## config.mk

```make
export PLATFORM = sky130hd
export DESIGN_NAME = seq_tx_image_single_flat
export DESIGN_NICKNAME = d
export VERILOG_FILES = /design/src/rtl/seq_tx_image_single_if.sv /design/src/rtl/seq_tx_image_single.sv /design/src/flat_wrapper.sv
export SDC_FILE = /design/constraint.sdc
export NUM_CORES = 1
export LEC_CHECK = 0
export BUFFER_PORTS_ARGS = -buffer_cell sky130_fd_sc_hd__buf_2
export CORE_MARGIN = 10
export CORE_UTILIZATION = 45
export CTS_CLUSTER_DIAMETER = 150
export DETAILED_ROUTE_END_ITERATION = 10
export GPL_ROUTABILITY_DRIVEN = 0
export GPL_TIMING_DRIVEN = 1
export PLACE_DENSITY = 0.71
export SYNTH_ARGS = -nofsm -noshare
export SYNTH_HDL_FRONTEND = slang
export SYNTH_SLANG_ARGS = --single-unit
```

## constraint.sdc

```tcl
create_clock -name clk -period 2.7 [get_ports clk]
set_input_delay 0.54 -clock clk [delete_from_list [all_inputs] [get_ports clk]]
set_output_delay 0.54 -clock clk [all_outputs]
set_load 0.02 [all_outputs]
```

## src/rtl/seq_tx_image_single_if.sv

```systemverilog
// Groups the SRAM read bus and the pixel valid/ready handshake of the single-pixel
// TX read-back sequencer. The sequencer is the master; SRAMs and the TX builder are the slave.
interface seq_tx_image_single_if;
    logic [31:0] red_read_data;
    logic [31:0] green_read_data;
    logic [31:0] blue_read_data;
    logic        sram_r_rd_en;
    logic        sram_g_rd_en;
    logic        sram_b_rd_en;
    logic [13:0] sram_r_addr_rd;
    logic [13:0] sram_g_addr_rd;
    logic [13:0] sram_b_addr_rd;
    logic [7:0]  tx_red_pixel;
    logic [7:0]  tx_green_pixel;
    logic [7:0]  tx_blue_pixel;
    logic        tx_pixel_valid;
    logic        tx_pixel_ready;

    modport master (
        input  red_read_data, green_read_data, blue_read_data, tx_pixel_ready,
        output sram_r_rd_en, sram_g_rd_en, sram_b_rd_en,
        output sram_r_addr_rd, sram_g_addr_rd, sram_b_addr_rd,
        output tx_red_pixel, tx_green_pixel, tx_blue_pixel, tx_pixel_valid
    );

    modport slave (
        output red_read_data, green_read_data, blue_read_data, tx_pixel_ready,
        input  sram_r_rd_en, sram_g_rd_en, sram_b_rd_en,
        input  sram_r_addr_rd, sram_g_addr_rd, sram_b_addr_rd,
        input  tx_red_pixel, tx_green_pixel, tx_blue_pixel, tx_pixel_valid
    );
endinterface

```

## src/rtl/seq_tx_image_single.sv

```systemverilog
// Reads packed R/G/B words back from the channel SRAMs and streams them one pixel at a time.
// Optional macro SEQ_TX_ABORT_EN adds the tx_abort input that cancels a read-back in progress.
module seq_tx_image_single (
    input  logic                          clk,
    input  logic                          rst_n,
    input  logic [7:0]                    img_width,
    input  logic [7:0]                    img_height,
    input  logic                          start,
`ifdef SEQ_TX_ABORT_EN
    input  logic                          tx_abort,
`endif
    seq_tx_image_single_if.master         bus,
    output logic                          tx_seq_single_busy,
    output logic                          tx_seq_single_dn
);

    localparam logic [2:0] IDLE       = 3'd0;
    localparam logic [2:0] RD_REQ     = 3'd1;
    localparam logic [2:0] RD_CAPTURE = 3'd2;
    localparam logic [2:0] SEND       = 3'd3;
    localparam logic [2:0] CMPLTD     = 3'd4;

    logic [2:0]  state_q,     state_d;
    logic [13:0] word_cnt_q,  word_cnt_d;
    logic [13:0] num_words_q, num_words_d;
    logic [1:0]  pix_cnt_q,   pix_cnt_d;
    logic [31:0] red_buf_q,   red_buf_d;
    logic [31:0] green_buf_q, green_buf_d;
    logic [31:0] blue_buf_q,  blue_buf_d;

    logic [15:0] img_area;
    logic [13:0] start_words;
    logic        abort_req;

    // Trailing pixels that do not fill a whole word are dropped by the floor division.
    assign img_area    = {8'd0, img_width} * {8'd0, img_height};
    assign start_words = img_area[15:2];

`ifdef SEQ_TX_ABORT_EN
    assign abort_req = tx_abort;
`else
    assign abort_req = 1'b0;
`endif

    always_comb begin
        state_d     = state_q;
        word_cnt_d  = word_cnt_q;
        num_words_d = num_words_q;
        pix_cnt_d   = pix_cnt_q;
        red_buf_d   = red_buf_q;
        green_buf_d = green_buf_q;
        blue_buf_d  = blue_buf_q;

        case (state_q)
            IDLE: begin
                if (start) begin
                    num_words_d = start_words;
                    word_cnt_d  = 14'd0;
                    state_d     = (start_words == 14'd0) ? CMPLTD : RD_REQ;
                end
            end
            RD_REQ: begin
                state_d = RD_CAPTURE;
            end
            RD_CAPTURE: begin
                red_buf_d   = bus.red_read_data;
                green_buf_d = bus.green_read_data;
                blue_buf_d  = bus.blue_read_data;
                pix_cnt_d   = 2'd0;
                state_d     = SEND;
            end
            SEND: begin
                if (bus.tx_pixel_ready) begin
                    red_buf_d   = {red_buf_q[23:0],   8'h00};
                    green_buf_d = {green_buf_q[23:0], 8'h00};
                    blue_buf_d  = {blue_buf_q[23:0],  8'h00};
                    pix_cnt_d   = pix_cnt_q + 2'd1;
                    if (pix_cnt_q == 2'd3) begin
                        word_cnt_d = word_cnt_q + 14'd1;
                        state_d    = (word_cnt_d < num_words_q) ? RD_REQ : CMPLTD;
                    end
                end
            end
            CMPLTD: begin
                state_d = IDLE;
            end
            default: begin
                state_d = IDLE;
            end
        endcase

        // A handshake in the abort cycle has already been counted above; only the state is overridden.
        if (abort_req && (state_q != IDLE)) begin
            state_d = IDLE;
        end
    end

    always_ff @(posedge clk or negedge rst_n) begin
        if (!rst_n) begin
            state_q     <= IDLE;
            word_cnt_q  <= 14'd0;
            num_words_q <= 14'd0;
            pix_cnt_q   <= 2'd0;
            red_buf_q   <= 32'd0;
            green_buf_q <= 32'd0;
            blue_buf_q  <= 32'd0;
        end else begin
            state_q     <= state_d;
            word_cnt_q  <= word_cnt_d;
            num_words_q <= num_words_d;
            pix_cnt_q   <= pix_cnt_d;
            red_buf_q   <= red_buf_d;
            green_buf_q <= green_buf_d;
            blue_buf_q  <= blue_buf_d;
        end
    end

    // Outputs decode state and registers only, so tx_pixel_ready never reaches an output.
    always_comb begin
        bus.sram_r_rd_en   = 1'b0;
        bus.sram_g_rd_en   = 1'b0;
        bus.sram_b_rd_en   = 1'b0;
        bus.sram_r_addr_rd = 14'd0;
        bus.sram_g_addr_rd = 14'd0;
        bus.sram_b_addr_rd = 14'd0;
        bus.tx_red_pixel   = 8'd0;
        bus.tx_green_pixel = 8'd0;
        bus.tx_blue_pixel  = 8'd0;
        bus.tx_pixel_valid = 1'b0;
        tx_seq_single_busy = 1'b0;
        tx_seq_single_dn   = 1'b0;

        case (state_q)
            RD_REQ: begin
                bus.sram_r_rd_en   = 1'b1;
                bus.sram_g_rd_en   = 1'b1;
                bus.sram_b_rd_en   = 1'b1;
                bus.sram_r_addr_rd = word_cnt_q;
                bus.sram_g_addr_rd = word_cnt_q;
                bus.sram_b_addr_rd = word_cnt_q;
                tx_seq_single_busy = 1'b1;
            end
            RD_CAPTURE: begin
                tx_seq_single_busy = 1'b1;
            end
            SEND: begin
                bus.tx_red_pixel   = red_buf_q[31:24];
                bus.tx_green_pixel = green_buf_q[31:24];
                bus.tx_blue_pixel  = blue_buf_q[31:24];
                bus.tx_pixel_valid = 1'b1;
                tx_seq_single_busy = 1'b1;
            end
            CMPLTD: begin
                tx_seq_single_dn = 1'b1;
            end
            default: begin
            end
        endcase
    end

endmodule

```

## src/flat_wrapper.sv

```systemverilog
// flat-port wrapper written by rule: the top's interface ports become plain ports
module seq_tx_image_single_flat 
  (clk, rst_n, img_width, img_height, start, tx_seq_single_busy, tx_seq_single_dn, bus_red_read_data, bus_green_read_data, bus_blue_read_data, bus_tx_pixel_ready, bus_sram_r_rd_en, bus_sram_g_rd_en, bus_sram_b_rd_en, bus_sram_r_addr_rd, bus_sram_g_addr_rd, bus_sram_b_addr_rd, bus_tx_red_pixel, bus_tx_green_pixel, bus_tx_blue_pixel, bus_tx_pixel_valid);
  seq_tx_image_single_if bus_i ();
  input  logic clk;
  input  logic rst_n;
  input  logic [7:0] img_width;
  input  logic [7:0] img_height;
  input  logic start;
  output logic tx_seq_single_busy;
  output logic tx_seq_single_dn;
  input wire logic [$bits(bus_i.red_read_data)-1:0] bus_red_read_data;
  input wire logic [$bits(bus_i.green_read_data)-1:0] bus_green_read_data;
  input wire logic [$bits(bus_i.blue_read_data)-1:0] bus_blue_read_data;
  input wire logic [$bits(bus_i.tx_pixel_ready)-1:0] bus_tx_pixel_ready;
  output wire logic [$bits(bus_i.sram_r_rd_en)-1:0] bus_sram_r_rd_en;
  output wire logic [$bits(bus_i.sram_g_rd_en)-1:0] bus_sram_g_rd_en;
  output wire logic [$bits(bus_i.sram_b_rd_en)-1:0] bus_sram_b_rd_en;
  output wire logic [$bits(bus_i.sram_r_addr_rd)-1:0] bus_sram_r_addr_rd;
  output wire logic [$bits(bus_i.sram_g_addr_rd)-1:0] bus_sram_g_addr_rd;
  output wire logic [$bits(bus_i.sram_b_addr_rd)-1:0] bus_sram_b_addr_rd;
  output wire logic [$bits(bus_i.tx_red_pixel)-1:0] bus_tx_red_pixel;
  output wire logic [$bits(bus_i.tx_green_pixel)-1:0] bus_tx_green_pixel;
  output wire logic [$bits(bus_i.tx_blue_pixel)-1:0] bus_tx_blue_pixel;
  output wire logic [$bits(bus_i.tx_pixel_valid)-1:0] bus_tx_pixel_valid;
  assign bus_i.red_read_data = bus_red_read_data;
  assign bus_i.green_read_data = bus_green_read_data;
  assign bus_i.blue_read_data = bus_blue_read_data;
  assign bus_i.tx_pixel_ready = bus_tx_pixel_ready;
  assign bus_sram_r_rd_en = bus_i.sram_r_rd_en;
  assign bus_sram_g_rd_en = bus_i.sram_g_rd_en;
  assign bus_sram_b_rd_en = bus_i.sram_b_rd_en;
  assign bus_sram_r_addr_rd = bus_i.sram_r_addr_rd;
  assign bus_sram_g_addr_rd = bus_i.sram_g_addr_rd;
  assign bus_sram_b_addr_rd = bus_i.sram_b_addr_rd;
  assign bus_tx_red_pixel = bus_i.tx_red_pixel;
  assign bus_tx_green_pixel = bus_i.tx_green_pixel;
  assign bus_tx_blue_pixel = bus_i.tx_blue_pixel;
  assign bus_tx_pixel_valid = bus_i.tx_pixel_valid;
  seq_tx_image_single u_core (.clk(clk), .rst_n(rst_n), .img_width(img_width), .img_height(img_height), .start(start), .bus(bus_i), .tx_seq_single_busy(tx_seq_single_busy), .tx_seq_single_dn(tx_seq_single_dn));
endmodule
```

# After elaboration in Yosys (flattened, before gate mapping)
# Cells that the tools add are included.
[op_classes] eq_ne=8 muxes=26 n_addsub=2 multipliers=1 n_reduce_logical=9 magnitude_cmp=1
[op_table] operator="one-hot mux 32 bit (2 select lines)" n=3
[op_table] operator="2-to-1 mux 32 bit" n=3
[op_table] operator="2-to-1 mux 14 bit" n=4
[op_table] operator="one-hot mux 14 bit (2 select lines)" n=1
[op_table] operator="2-to-1 mux 8 bit" n=3
[op_table] operator="multiplier 8 x 8 -> 16 bit" n=1
[op_table] operator="2-to-1 mux 3 bit" n=5
[op_table] operator="adder 14 x 1 -> 14 bit (second input constant)" n=1
[op_table] operator="logical NOT 14 bit" n=1
[op_table] operator="less-than comparator 14 bit" n=1
[op_table] operator="one-hot mux 3 bit (4 select lines)" n=1
[op_table] operator="== test 3 x 2 -> 1 bit (second input constant)" n=2
[op_table] operator="2-to-1 mux 1 bit" n=4
[op_table] operator="!= test 2 bit (second input constant)" n=2
[op_table] operator="one-hot mux 2 bit (2 select lines)" n=1
[op_table] operator="AND reduction 2 bit" n=2
[op_table] operator="AND reduction 4 bit" n=1
[op_table] operator="nonzero test 2 bit" n=2
[op_table] operator="== test 3 x 1 -> 1 bit (second input constant)" n=1
[op_table] operator="== test 3 bit (second input constant)" n=1
[op_table] operator="logical NOT 3 bit" n=1
[op_table] operator="AND reduction 3 bit" n=1
[op_table] operator="OR reduction 3 bit" n=1
[op_table] operator="adder 2 x 1 -> 2 bit (second input constant)" n=1
[op_table] operator="other kinds (3)" n=3
[totals] output_inout_bits=72 register_bits=129 word_cells=54 input_bits=116

# Depth between registers and ports, before layout
[logic_depth] ltp_word=6 mapped_depth=17 mapped_depth_nobuf=16

# Worst setup path after synthesis
# No wires, ideal clock.
[synth_timing] path_kind="input to register" from="input port img_height[7]" to="register u_core.state_q[0]" path_buffers=0 path_slack_ps=-1598 required_ps=2581 cell_stages=13 setup_ps=119 arrival_ps=4179 cell_sequence="nand2_1 fa_1 fa_1 fa_1 fa_1 inv_1 ha_1 or2_2 and4_1 a21oi_1 xor2_2 nand4_1 o21a_1"
[synth_via] elab_chain_cells=5
[synth_rtl] item="start: declaration" line="flat_wrapper.sv:8" source="input logic [7:0] img_height;"
[synth_rtl] item="multiplier 8 x 8 -> 16 bit" line="seq_tx_image_single.sv:36" source="assign img_area = {8'd0, img_width} * {8'd0, img_height};"
[synth_rtl] item="logical NOT 14 bit" line="seq_tx_image_single.sv:59" source="state_d = (start_words == 14'd0) ? CMPLTD : RD_REQ;"
[synth_rtl] item="2-to-1 mux 3 bit" line="seq_tx_image_single.sv:59"
[synth_rtl] item="2-to-1 mux 3 bit" line="seq_tx_image_single.sv:56" source="if (start) begin"
[synth_rtl] item="one-hot mux 3 bit (4 select lines)" line="seq_tx_image_single.sv:54" source="case (state_q)"
[synth_rtl] item="end signal: assignment" line="seq_tx_image_single.sv:108" source="state_q <= state_d;"
[synth_rtl] item="end: declaration" line="seq_tx_image_single.sv:23" source="logic [2:0] state_q, state_d;"
# Every way passes these cells. The select of a mux whose other input is x is not followed.
# A chain may end at the register's enable or synchronous reset.

# Worst setup path in the final report
[layout_timing] from="input port img_height[3]" to="register u_core.state_q[0]"
# The elaborated chain is that of the path after synthesis.

==> run_results.csv <==
group,metric,value,unit
status,outcome,"complete, but fails checks",
status,violations,"design-rule violations, negative setup slack",
finish,seqCellArea,3230,um^2
logic_synthesis,yosys_register_bits,129,
worst_setup_path,reg2reg_depth,13,
floorplanning,rows,49,
logic_synthesis,synth_edf_count,0,
routing,antenna_left,0,
global_route,grtUsageMet1,0.234,
logic_synthesis,yosys_warnings,0,
worst_setup_path,crit_type,"primary input to flop",
clock_tree,cts_tree,"done",
logic_synthesis,synthAdderAreaFrac,0.162,
logic_synthesis,synth_area,8320,um^2
finish,final_layout_size_suffix_gt1_frac,0.390,
routing,avgRoutedWirePerCell,17.5,um
logic_synthesis,yosysTopAreaCellShare,0.388,
routing,drcViolationCount,9,
clock_tree,path_clk_slew,0.06,ns
routing,drt_wl_total,23.1,mm
global_route,grt_max_degree,60,
global_route,antenna_found_initial,2,
routing,first_pass_iters,11,
sta,max_freq,253,MHz
worst_setup_path,worstPathRequired,3.00,ns
logic_synthesis,synthTopCellsByArea,"dfrtp_1, a222oi_1, fa_1, ha_1, inv_1",
sta,clock-skew-final,0.0123,ns
sta,worst_slew_pin_slew,1.08,ns
clock_tree,root_buffer,"clkbuf_16",
logic_synthesis,muxShareOfSynthArea,0.00917,
worst_setup_path,cp_top_family,"adder cells",
floorplanning,die_h,156,um
global_route,met2_usage,0.294,
clock_tree,cts_buffers,17,
sta,slew_headroom,0.279,
global_route,grt.total_usage,0.180,
sta,fin_crit_sh,1.47,
min_path,worstHoldPathType,"primary input to async pin",
worst_setup_path,worstReg2RegEnd,"u_core.state_q[0]",
logic_synthesis,synthArstFlopShare,1.00,
sta,timing.setup.tns,-11.99,ns
power,ir_drop,0.442,mV
global_route,grt.overflow.total,0,
finish,final.fill_count,1477,
run,cap_viol_max_count,0,
power,leakagePower,6.31,nW
logic_synthesis,yosysSeqAreaShare,0.388,
worst_setup_path,start_kind,"primary input",
worst_setup_path,crit_path_max_fanout,6,
routing,vias,7157,
sta,rsz0062_at_grt,"yes",
placed_design,io_buffers,187,
logic_synthesis,yosys.area.top_type,"dfrtp_1",
routing,drt_iter0_drc,768,
logic_synthesis,synth_xor_area_frac,0.0188,
worst_setup_path,arrival,4.26,ns
logic_synthesis,synthSimpleGateAreaFrac,0.127,
placed_design,hpwl,16.8,mm
logic_synthesis,ys_types,57,
worst_setup_path,cp_cell_sequence,"buf_12 > buf_4 > nand2_2 > fa_1 > fa_1 > fa_1 > inv_2 > fa_2 > ha_4 > nand2_1 > o21ai_2 > buf_4 > o211ai_1 > o311ai_4 > a211oi_2 > nand4_1 > o21a_1",
global_route,grt_util_met3,0.0441,
finish,design_area,11300,um^2
sta,setup_viol,14,
floorplanning,die_x,156,um
sta,drv_slew,0,
routing,vias_per_cell,5.43,
floorplanning,design.core.area,18100,um^2
worst_setup_path,r2r-start,"u_core.word_cnt_q[1]",
logic_synthesis,ys_top_cells_by_count,"inv_1, dfrtp_1, a222oi_1, nand2_1, ha_1",
clock_tree,cts_buffer_depth,2,
worst_setup_path,worst-path-buf-inv,4,
clock_tree,worstSkewPairLatency,0.42,ns
floorplanning,dieArea,24300,um^2
logic_synthesis,synthFlopType,"dfrtp_1",
global_route,first_global_vias,7120,
logic_synthesis,synth_compound_area_frac,0.185,
logic_synthesis,syn_avg_cell_area,9.92,um^2
finish,synthToLayoutAreaGrowth,35.8,%
global_route,top_usage_layer,"met2",
logic_synthesis,syn_inst,839,
clock_tree,cts_htree_levels,4,
worst_setup_path,critPathMaxStageDelay,0.54,ns
finish,final_nets,1275,
sta,finalHoldViolations,0,
worst_setup_path,crit_top_cell,"fa_1",
worst_setup_path,r2r_slack,-0.25,ns
finish,multi_input_area,4700,um^2
clock_tree,cts-hold-fix-buffers,0,
global_route,grt_pass1_wl,36.2,mm
placed_design,placed_area,10100,um^2
power,p_per_area,1020,nW/um^2
floorplanning,ios,188,
floorplanning,start_util,0.460,
worst_setup_path,slowest_stage,"fa_2",
logic_synthesis,synth_top_family_by_area,"compound AO/OA/AOI/OAI gates",
sta,fin_crit,3.96,ns
logic_synthesis,synth_most_common_cell,"inv_1",
sta,worst_slack,-1.26,ns
clock_tree,clkSinkCount,129,
worst_setup_path,end_kind,"flop",
logic_synthesis,syn_nets,1041,
sta,hold_ws,0.0627,ns
-- where the power goes --
part | switching (mW) | internal, mW
logic | 2.98 | 2.88
registers | 0.460 | 2.69
clock network | 0.947 | 1.51
-- routing by layer --
| layer | wire length, um | vias to the layer above |
|---|---|---|
| met2 | 11300 | 242 |
| li1 | - | 3409 |
| met5 | 0 | - |
| met1 | 9850 | 3483 |
| met4 | 311 | 0 |
| met3 | 1590 | 23 |
-- cells by family after synthesis --
kind of cell / count (synthesis)
flops: 129
xor+xnor: 17
mux: 7
simple gates: 202
buf+inv: 211
compound gates: 187
fa+ha+maj: 86
-- per-stage QoR --
stage / setup WS [ns] / power, mW / util / std cells
4_1_cts: -1.25 / 11.2 / 0.615 / 1309
2_1_floorplan: -1.32 / 6.53 / - / 839
5_1_grt: -1.39 / 12.2 / 0.624 / 1316
3_3_place_gp: -1.71 / 8.12 / 0.561 / 1268
3_5_place_dp: -1.80 / 8.26 / 0.561 / 1268
6_report: -1.26 / 11.5 / 0.625 / 1318
-- state kept, by name, summed over array words and instances, names as in the netlist --
register and flops:
u_core.pix_cnt_q 2, u_core.state_q 3, u_core.word_cnt_q 14, u_core.blue_buf_q 32
u_core.green_buf_q 32, u_core.red_buf_q 32, u_core.num_words_q 14
-- cell usage in the layout (no fill, tap or decap), types with 31 or more instances in the layout --
master	Yosys	final
buf_2	6	175
dfrtp_1	129	129
inv_1	138	125
buf_4	30	87
a222oi_1	72	72
nand2_1	62	46
and2_1	48	43
ha_1	50	39
and3_1	37	35
fa_1	36	31
-- worst register-to-register path: cells and delay by family (launching register included) --
kind,cells,cell delay (ns)
buf+inv,1,0.16
xor+xnor,1,0.24
flops,1,0.42
simple gates,4,0.76
compound gates,5,0.82
fa+ha+maj,2,0.48
-- area by class of cell --
cell class              count  area share
multi-input cells         499       0.416
flip-flops and latches    129       0.286
repair buffers            288       0.170
inverters                 138      0.0459
clock buffers              18      0.0389
well taps                 229      0.0254
clock inverters            14      0.0169
diodes                      3    0.000665
-- how the worst max path moves through the flow --
| stage | to | slack (ns) | start | cells after the start |
|---|---|---|---|---|
| final | u_core.state_q[0] | -1.26 | img_height[3] | 17 |
| after CTS | u_core.state_q[0] | -1.25 | img_width[2] | 18 |
| after global placement | u_core.state_q[0] | -1.71 | img_width[2] | 18 |
| after floorplan | u_core.state_q[0] | -1.32 | img_width[7] | 14 |
| after global routing | u_core.state_q[0] | -1.39 | img_height[3] | 19 |
| after detailed placement | u_core.state_q[0] | -1.80 | img_height[4] | 15 |
-- timing repair --
item / 4_1_cts / 5_1_grt
resized for setup: 70 / 31
setup endpoints to repair: 14 / 16
pin swaps: 32 / 33
gates cloned: 0 / 0
setup buffers: 9 / 7
No activity file was read; power rests on OpenSTA's default activity.
